**config.mk**
```make
export PLATFORM = sky130hd
export DESIGN_NAME = intr_ctrl_flat
export DESIGN_NICKNAME = d
export VERILOG_FILES = /design/src/rtl/intr_pkg.sv /design/src/rtl/intr_ctrl_if.sv /design/src/rtl/irq_sync_edge.sv /design/src/rtl/intr_ctrl.sv /design/src/flat_wrapper.sv
export SDC_FILE = /design/constraint.sdc
export NUM_CORES = 1
export LEC_CHECK = 0
export BUFFER_PORTS_ARGS = -buffer_cell sky130_fd_sc_hd__buf_2
export CAP_MARGIN = 30
export CORE_MARGIN = 2
export CORE_UTILIZATION = 41
export CTS_BUF_LIST = sky130_fd_sc_hd__clkbuf_4 sky130_fd_sc_hd__clkbuf_8
export DETAILED_ROUTE_END_ITERATION = 10
export PLACE_DENSITY = 0.63
export SLEW_MARGIN = 20
export SYNTH_ARGS = -nofsm -noshare
export SYNTH_HDL_FRONTEND = slang
export SYNTH_SLANG_ARGS = --single-unit
export TNS_END_PERCENT = 50
```
**constraint.sdc**
```tcl
create_clock -name clk -period 1.6 [get_ports clk]
set_input_delay 0.32 -clock clk [delete_from_list [all_inputs] [get_ports clk]]
set_output_delay 0.32 -clock clk [all_outputs]
set_load 0.05 [all_outputs]
```
**src/rtl/intr_pkg.sv**
```systemverilog
// Shared constants and state encoding for the interrupt controller slice.
package intr_pkg;

  localparam logic [1:0] ADDR_ENABLE  = 2'd0;
  localparam logic [1:0] ADDR_PENDING = 2'd1;
  localparam logic [1:0] ADDR_STATUS  = 2'd2;
  localparam logic [1:0] ADDR_SWTRIG  = 2'd3;

  typedef enum logic [1:0] {
    IDLE    = 2'd0,
    REQ     = 2'd1,
    SERVICE = 2'd2
  } state_e;

  localparam logic [3:0] CAUSE_SPURIOUS = 4'b1000;

  localparam int GIE_BIT   = 7;
  localparam int INSVC_BIT = 6;

endpackage

```
**src/rtl/intr_ctrl_if.sv**
```systemverilog
// Register port plus PC-controller handshake of the interrupt controller.
interface intr_ctrl_if;
  logic       reg_write;
  logic [1:0] reg_addr;
  logic [7:0] reg_writedata;
  logic [7:0] reg_readdata;
  logic       save_accum;
  logic       ret_taken;
  logic       interrupt;
  logic       in_service;
  logic [3:0] cause;

  modport master (
    output reg_write, reg_addr, reg_writedata, save_accum, ret_taken,
    input  reg_readdata, interrupt, in_service, cause
  );

  modport slave (
    input  reg_write, reg_addr, reg_writedata, save_accum, ret_taken,
    output reg_readdata, interrupt, in_service, cause
  );
endinterface

```
**src/rtl/irq_sync_edge.sv**
```systemverilog
// Synchroniser chain for one asynchronous IRQ line with a one-cycle rise pulse.
module irq_sync_edge #(
  parameter int SYNC_STAGES = 2
) (
  input  logic clk,
  input  logic reset,
  input  logic async_in,
  output logic rise_pulse
);

  logic [SYNC_STAGES-1:0] sync_q, sync_d;
  logic                   prev_q, prev_d;

  always_comb begin
    sync_d = {sync_q[SYNC_STAGES-2:0], async_in};
    prev_d = sync_q[SYNC_STAGES-1];
  end

  always_ff @(posedge clk) begin
    if (reset) begin
      sync_q <= '0;
      prev_q <= 1'b0;
    end else begin
      sync_q <= sync_d;
      prev_q <= prev_d;
    end
  end

  assign rise_pulse = sync_q[SYNC_STAGES-1] & ~prev_q;

endmodule

```
**src/rtl/intr_ctrl.sv**
```systemverilog
// Interrupt controller: sticky pending bits, enables, level request to the PC
// controller held until save_accum, single-level service until ret retires.
//
//   state   | meaning
//   IDLE    | no request; waiting for gie & enabled pending
//   REQ     | request held until save_accum (never withdrawn)
//   SERVICE | ISR running; masked until ret_taken
module intr_ctrl
  import intr_pkg::*;
#(
  parameter int NUM_IRQ     = 8,
  parameter int SYNC_STAGES = 2
) (
  input  logic               clk,
  input  logic               reset,
  input  logic               pause,
  input  logic               stopped,
  input  logic [NUM_IRQ-1:0] irq_in,
  intr_ctrl_if.slave         bus
);

  state_e             state_q, state_d;
  logic               req_flag_q, req_flag_d;
  logic               in_service_q, in_service_d;
  logic [3:0]         cause_q, cause_d;
  logic               gie_q, gie_d;
  logic [NUM_IRQ-1:0] enable_q, enable_d;
  logic [NUM_IRQ-1:0] pending_q, pending_d;

  logic [NUM_IRQ-1:0] rise;
  logic [NUM_IRQ-1:0] masked;
  logic [NUM_IRQ-1:0] wdata_n;
  logic [NUM_IRQ-1:0] ack_clr;
  logic [NUM_IRQ-1:0] sw_set;
  logic [NUM_IRQ-1:0] w1c;
  logic               wr_en;
  logic               run;
  logic               qual;
  logic [7:0]         rdata;

  for (genvar g = 0; g < NUM_IRQ; g++) begin : g_sync
    irq_sync_edge #(.SYNC_STAGES(SYNC_STAGES)) u_sync (
      .clk        (clk),
      .reset      (reset),
      .async_in   (irq_in[g]),
      .rise_pulse (rise[g])
    );
  end

  function automatic logic [2:0] lowest_set(input logic [NUM_IRQ-1:0] v);
    lowest_set = 3'd0;
    for (int i = NUM_IRQ - 1; i >= 0; i--) begin
      if (v[i]) lowest_set = 3'(i);
    end
  endfunction

  assign wr_en   = bus.reg_write & ~pause;
  assign run     = ~pause & ~stopped;
  assign wdata_n = bus.reg_writedata[NUM_IRQ-1:0];
  assign masked  = pending_q & enable_q;
  assign qual    = gie_q & (|masked);

  always_comb begin
    state_d      = state_q;
    req_flag_d   = req_flag_q;
    in_service_d = in_service_q;
    cause_d      = cause_q;
    enable_d     = enable_q;
    gie_d        = gie_q;
    ack_clr      = '0;
    sw_set       = '0;
    w1c          = '0;

    if (wr_en) begin
      case (bus.reg_addr)
        ADDR_ENABLE:  enable_d = wdata_n;
        ADDR_PENDING: w1c      = wdata_n;
        ADDR_STATUS:  gie_d    = bus.reg_writedata[GIE_BIT];
        ADDR_SWTRIG:  sw_set   = wdata_n;
        default:      ;
      endcase
    end

    if (run) begin
      case (state_q)
        IDLE: begin
          if (qual) begin
            state_d    = REQ;
            req_flag_d = 1'b1;
          end
        end
        REQ: begin
          if (bus.save_accum) begin
            state_d      = SERVICE;
            req_flag_d   = 1'b0;
            in_service_d = 1'b1;
            // Pending may have been cleared by software after commit: spurious.
            if (qual) begin
              cause_d = {1'b0, lowest_set(masked)};
              ack_clr = NUM_IRQ'(1) << lowest_set(masked);
            end else begin
              cause_d = CAUSE_SPURIOUS;
            end
          end
        end
        SERVICE: begin
          if (bus.ret_taken) begin
            state_d      = IDLE;
            in_service_d = 1'b0;
          end
        end
        default: begin
          state_d    = IDLE;
          req_flag_d = 1'b0;
        end
      endcase
    end

    // Sets win over clears in the same cycle.
    pending_d = (pending_q & ~(w1c | ack_clr)) | rise | sw_set;
  end

  always_ff @(posedge clk) begin
    if (reset) begin
      state_q      <= IDLE;
      req_flag_q   <= 1'b0;
      in_service_q <= 1'b0;
      cause_q      <= 4'd0;
      gie_q        <= 1'b0;
      enable_q     <= '0;
      pending_q    <= '0;
    end else begin
      state_q      <= state_d;
      req_flag_q   <= req_flag_d;
      in_service_q <= in_service_d;
      cause_q      <= cause_d;
      gie_q        <= gie_d;
      enable_q     <= enable_d;
      pending_q    <= pending_d;
    end
  end

  always_comb begin
    rdata = 8'd0;
    case (bus.reg_addr)
      ADDR_ENABLE:  rdata[NUM_IRQ-1:0] = enable_q;
      ADDR_PENDING: rdata[NUM_IRQ-1:0] = pending_q;
      ADDR_STATUS: begin
        rdata[GIE_BIT]   = gie_q;
        rdata[INSVC_BIT] = in_service_q;
        rdata[3:0]       = cause_q;
      end
      default:      rdata = 8'd0;
    endcase
  end

  // Gate with save_accum so the PC controller never re-samples in the ack cycle.
  assign bus.interrupt    = req_flag_q & ~bus.save_accum & ~stopped;
  assign bus.reg_readdata = rdata;
  assign bus.in_service   = in_service_q;
  assign bus.cause        = cause_q;

endmodule

```
**src/flat_wrapper.sv**
```systemverilog
// flat-port wrapper written by rule: the top's interface ports become plain ports
module intr_ctrl_flat import intr_pkg::*;
#(
  parameter int NUM_IRQ     = 8,
  parameter int SYNC_STAGES = 2
)
  (clk, reset, pause, stopped, irq_in, bus_reg_write, bus_reg_addr, bus_reg_writedata, bus_save_accum, bus_ret_taken, bus_reg_readdata, bus_interrupt, bus_in_service, bus_cause);
  intr_ctrl_if bus_i ();
  input  logic clk;
  input  logic reset;
  input  logic pause;
  input  logic stopped;
  input  logic [NUM_IRQ-1:0] irq_in;
  input wire logic [$bits(bus_i.reg_write)-1:0] bus_reg_write;
  input wire logic [$bits(bus_i.reg_addr)-1:0] bus_reg_addr;
  input wire logic [$bits(bus_i.reg_writedata)-1:0] bus_reg_writedata;
  input wire logic [$bits(bus_i.save_accum)-1:0] bus_save_accum;
  input wire logic [$bits(bus_i.ret_taken)-1:0] bus_ret_taken;
  output wire logic [$bits(bus_i.reg_readdata)-1:0] bus_reg_readdata;
  output wire logic [$bits(bus_i.interrupt)-1:0] bus_interrupt;
  output wire logic [$bits(bus_i.in_service)-1:0] bus_in_service;
  output wire logic [$bits(bus_i.cause)-1:0] bus_cause;
  assign bus_i.reg_write = bus_reg_write;
  assign bus_i.reg_addr = bus_reg_addr;
  assign bus_i.reg_writedata = bus_reg_writedata;
  assign bus_i.save_accum = bus_save_accum;
  assign bus_i.ret_taken = bus_ret_taken;
  assign bus_reg_readdata = bus_i.reg_readdata;
  assign bus_interrupt = bus_i.interrupt;
  assign bus_in_service = bus_i.in_service;
  assign bus_cause = bus_i.cause;
  intr_ctrl #(.NUM_IRQ(NUM_IRQ), .SYNC_STAGES(SYNC_STAGES)) u_core (.clk(clk), .reset(reset), .pause(pause), .stopped(stopped), .irq_in(irq_in), .bus(bus_i));
endmodule
```
==> impl_metrics.yaml <==
timing:
  slew_viol_final: 0
  hold_viol: 0
  fmax_ghz: 0.651
  max_slew_margin: 0.655
  setup_tns_ns: 0
  rsz0062_at_grt: "no"
  min_period_ns: 1.54
  min_period_over_period: 0.961
  worst_clock_skew_ns: 0.00592
  tightest_slew_ns: 0.517
  setup_viol: 0
logic_synthesis:
  synthCells: 229
  yosysTopAreaCell: "dfxtp_1"
  syn_area_per_cell_um2: 9.14
  synth_cell_types: 38
  synth.area.top_cells: "dfxtp_1 (47%), nor2b_1 (9.3%), nand2_1 (6.1%)"
  synth-seq-cells: 49
  ys_seq_area_frac: 0.469
  synth_nets: 254
  syn_area_um2: 2090
  synth_warnings: 0
  synth_top_area_frac: 0.469
global_routing:
  grt_antenna_before_repair: 0
  grt_pass1_vias: 1624
  grt_pass1_wl_mm: 7.49
  gr-total-overflow: 0
  grt_start_max_net_pins: 25
  grt_usage: 0.178
clock_network:
  cts.sinks: 49
  ctsHoldBuffers: 0
  clk_latency_ns: 0.30
  numCtsBuffers: 5
  htreeDepth: 2
  cts_buffer_depth: 2
  tritoncts: "done"
  clkTransAtPathRegs_ns: 0.09
  root_buffer: "clkbuf_8"
outcome:
  status: "complete, no violations"
critical_path:
  r2r_cells: 4
  worstSetupStartpoint: "u_core.pending_q[4]"
  cp-start-kind: "flop"
  worstPathRequired_ns: 1.28
  cpLargestDelayFamily: "flip-flops"
  critical_path_class: "reg -> out"
  reg2reg_setup_slack_ns: 0.22
  path_cells: "mux2i_1 -> nor2_1 -> buf_2"
  rr_startpoint: "u_core.pending_q[1]"
  endpoint_kind: "output port"
  cp.depth: 3
  crit_slowest_cell: "dfxtp_1"
  path_max_fanout: 5
  cp_num_buf_inv: 1
  cp.arrival_ns: 1.22
  endpoint: "bus_reg_readdata[4]"
  regToRegEndpoint: "u_core.pending_q[7]"
  max_stage_delay_ns: 0.41
worst_hold_path:
  min_path_cells: 2
  hp-class: "in -> reg"
detailed_routing:
  vias_per_cell: 5.10
  routed_wl_mm: 4.63
  drcViolationCount: 0
  wl_per_cell_um: 13.5
  via_count: 1754
  ant_nets: 0
  first_pass_iters: 6
  drtIter0Drc: 132
die:
  io_pins: 39
  start_util: 0.434
  rows: 25
  dieWidth_um: 75.4
  core_area_um2: 4820
  die-area_um2: 5690
  die_h_um: 75.4
finish:
  fin_nets: 301
  fin_util: 0.532
  syn2layout_area_growth_pct: 22.5
  final_cell_mix: "dfxtp_1 (47), nand2_1 (34), buf_2 (33), nor2b_1 (31), a21oi_1 (14)"
  diodes: 0
  drive_gt1_frac: 0.256
  layoutNonFillerInstCount: 344
  final_common_cell: "dfxtp_1"
placement:
  gp_congestion: 0.842
  dp_cells: 336
  dp_hpwl_mm: 3.51
  io_buffer_count: 38
job:
  drv_cap: 0
power:
  p_leak_nw: 0.997
  powerDensity_nw_per_um2: 1000
  p_total_mw: 2.56
  ir_drop_mv: 0.583
-- stage by stage --
stage          setup slack (ns)  cell area (um^2)  hold WS (ns)
2_1_floorplan           -0.0829              2100         0.414
3_3_place_gp            -0.0191              2410         0.415
3_5_place_dp            -0.0869              2410         0.427
4_1_cts                  0.0208              2550         0.208
5_1_grt                 0.00799              2560         0.212
6_report                 0.0628              2560         0.216
-- repair_timing --
| action | in CTS | in global routing |
|---|---|---|
| hold endpoints to repair | 0 | 0 |
| buffers inserted | 0 | 0 |
| resized for setup | 0 | 7 |
| endpoints found under the setup margin | 0 | 5 |
-- where the power goes --
part	total, mW	leakage, nW	switching, mW	internal [mW]
clock network	1.05	0.0687	0.425	0.629
logic	0.221	0.527	0.123	0.0977
registers	1.29	0.401	0.0282	1.26
-- sequential cells by signal, indices dropped and copies added, names as in the netlist, 2 cells and up --
| signal | flops |
|---|---|
| u_core.enable_q | 8 |
| u_core.state_q | 2 |
| u_core.pending_q | 8 |
| u_core.g_sync.u_sync.prev_q | 8 |
| u_core.g_sync.u_sync.sync_q | 16 |
| u_core.bus.cause | 4 |
-- cells by family after synthesis --
kind of cell / Yosys count / share of synthesized area
AO/OA/AOI/OAI: 62 / 0.211
buffers and inverters: 14 / 0.0311
flip-flops: 49 / 0.469
multiplexers: 9 / 0.0431
AND/OR/NAND/NOR: 95 / 0.246
-- synth_stat cells (all sizes together) --
library cell / number
inv: 4
o21ai: 11
nor4: 1
nor2: 11
or3: 1
and4bb: 1
o41ai: 1
and2: 1
nand3b: 2
nand4: 1
a22oi: 7
buf: 5
a21oi: 20
nor3: 5
a311oi: 6
nor2b: 31
and4b: 1
a21boi: 7
a32oi: 4
nand3: 1
and4: 1
nand2b: 1
mux2i: 9
a222oi: 2
nand2: 34
and3: 1
a22o: 2
dfxtp: 49
clkbuf: 5
a41o: 1
nor3b: 2
o21a: 1
-- layer usage --
metal  vias to the layer above  GRT usage  share of wire
li1                        905          -              -
met1                       796      0.240           0.48
met2                        45      0.276           0.45
met3                         8     0.0476          0.051
met4                         0     0.0663          0.018
met5                         -          0              0
-- worst min-delay path by stage --
stage / to / slack, ns / startpoint
floorplan: u_core.g_sync[0].u_sync.sync_q[1] / 0.41 / u_core.g_sync[0].u_sync.sync_q[0]
global placement: u_core.g_sync[0].u_sync.sync_q[1] / 0.42 / u_core.g_sync[0].u_sync.sync_q[0]
detailed placement: u_core.g_sync[1].u_sync.sync_q[1] / 0.43 / u_core.g_sync[1].u_sync.sync_q[0]
CTS: u_core.g_sync[6].u_sync.sync_q[0] / 0.21 / irq_in[6]
global route: u_core.g_sync[7].u_sync.sync_q[0] / 0.21 / irq_in[7]
finish: u_core.g_sync[6].u_sync.sync_q[0] / 0.22 / irq_in[6]
-- layout make-up --
cell class	instances	area, um^2
clock inverter	3	68.8
multi-input combinational	166	1050
sequential	49	983
tap	67	83.8
inverter	4	15.0
fill	480	2250
timing repair buffer	50	293
clock buffer	5	68.8
(Power assumes the default switching activity.)
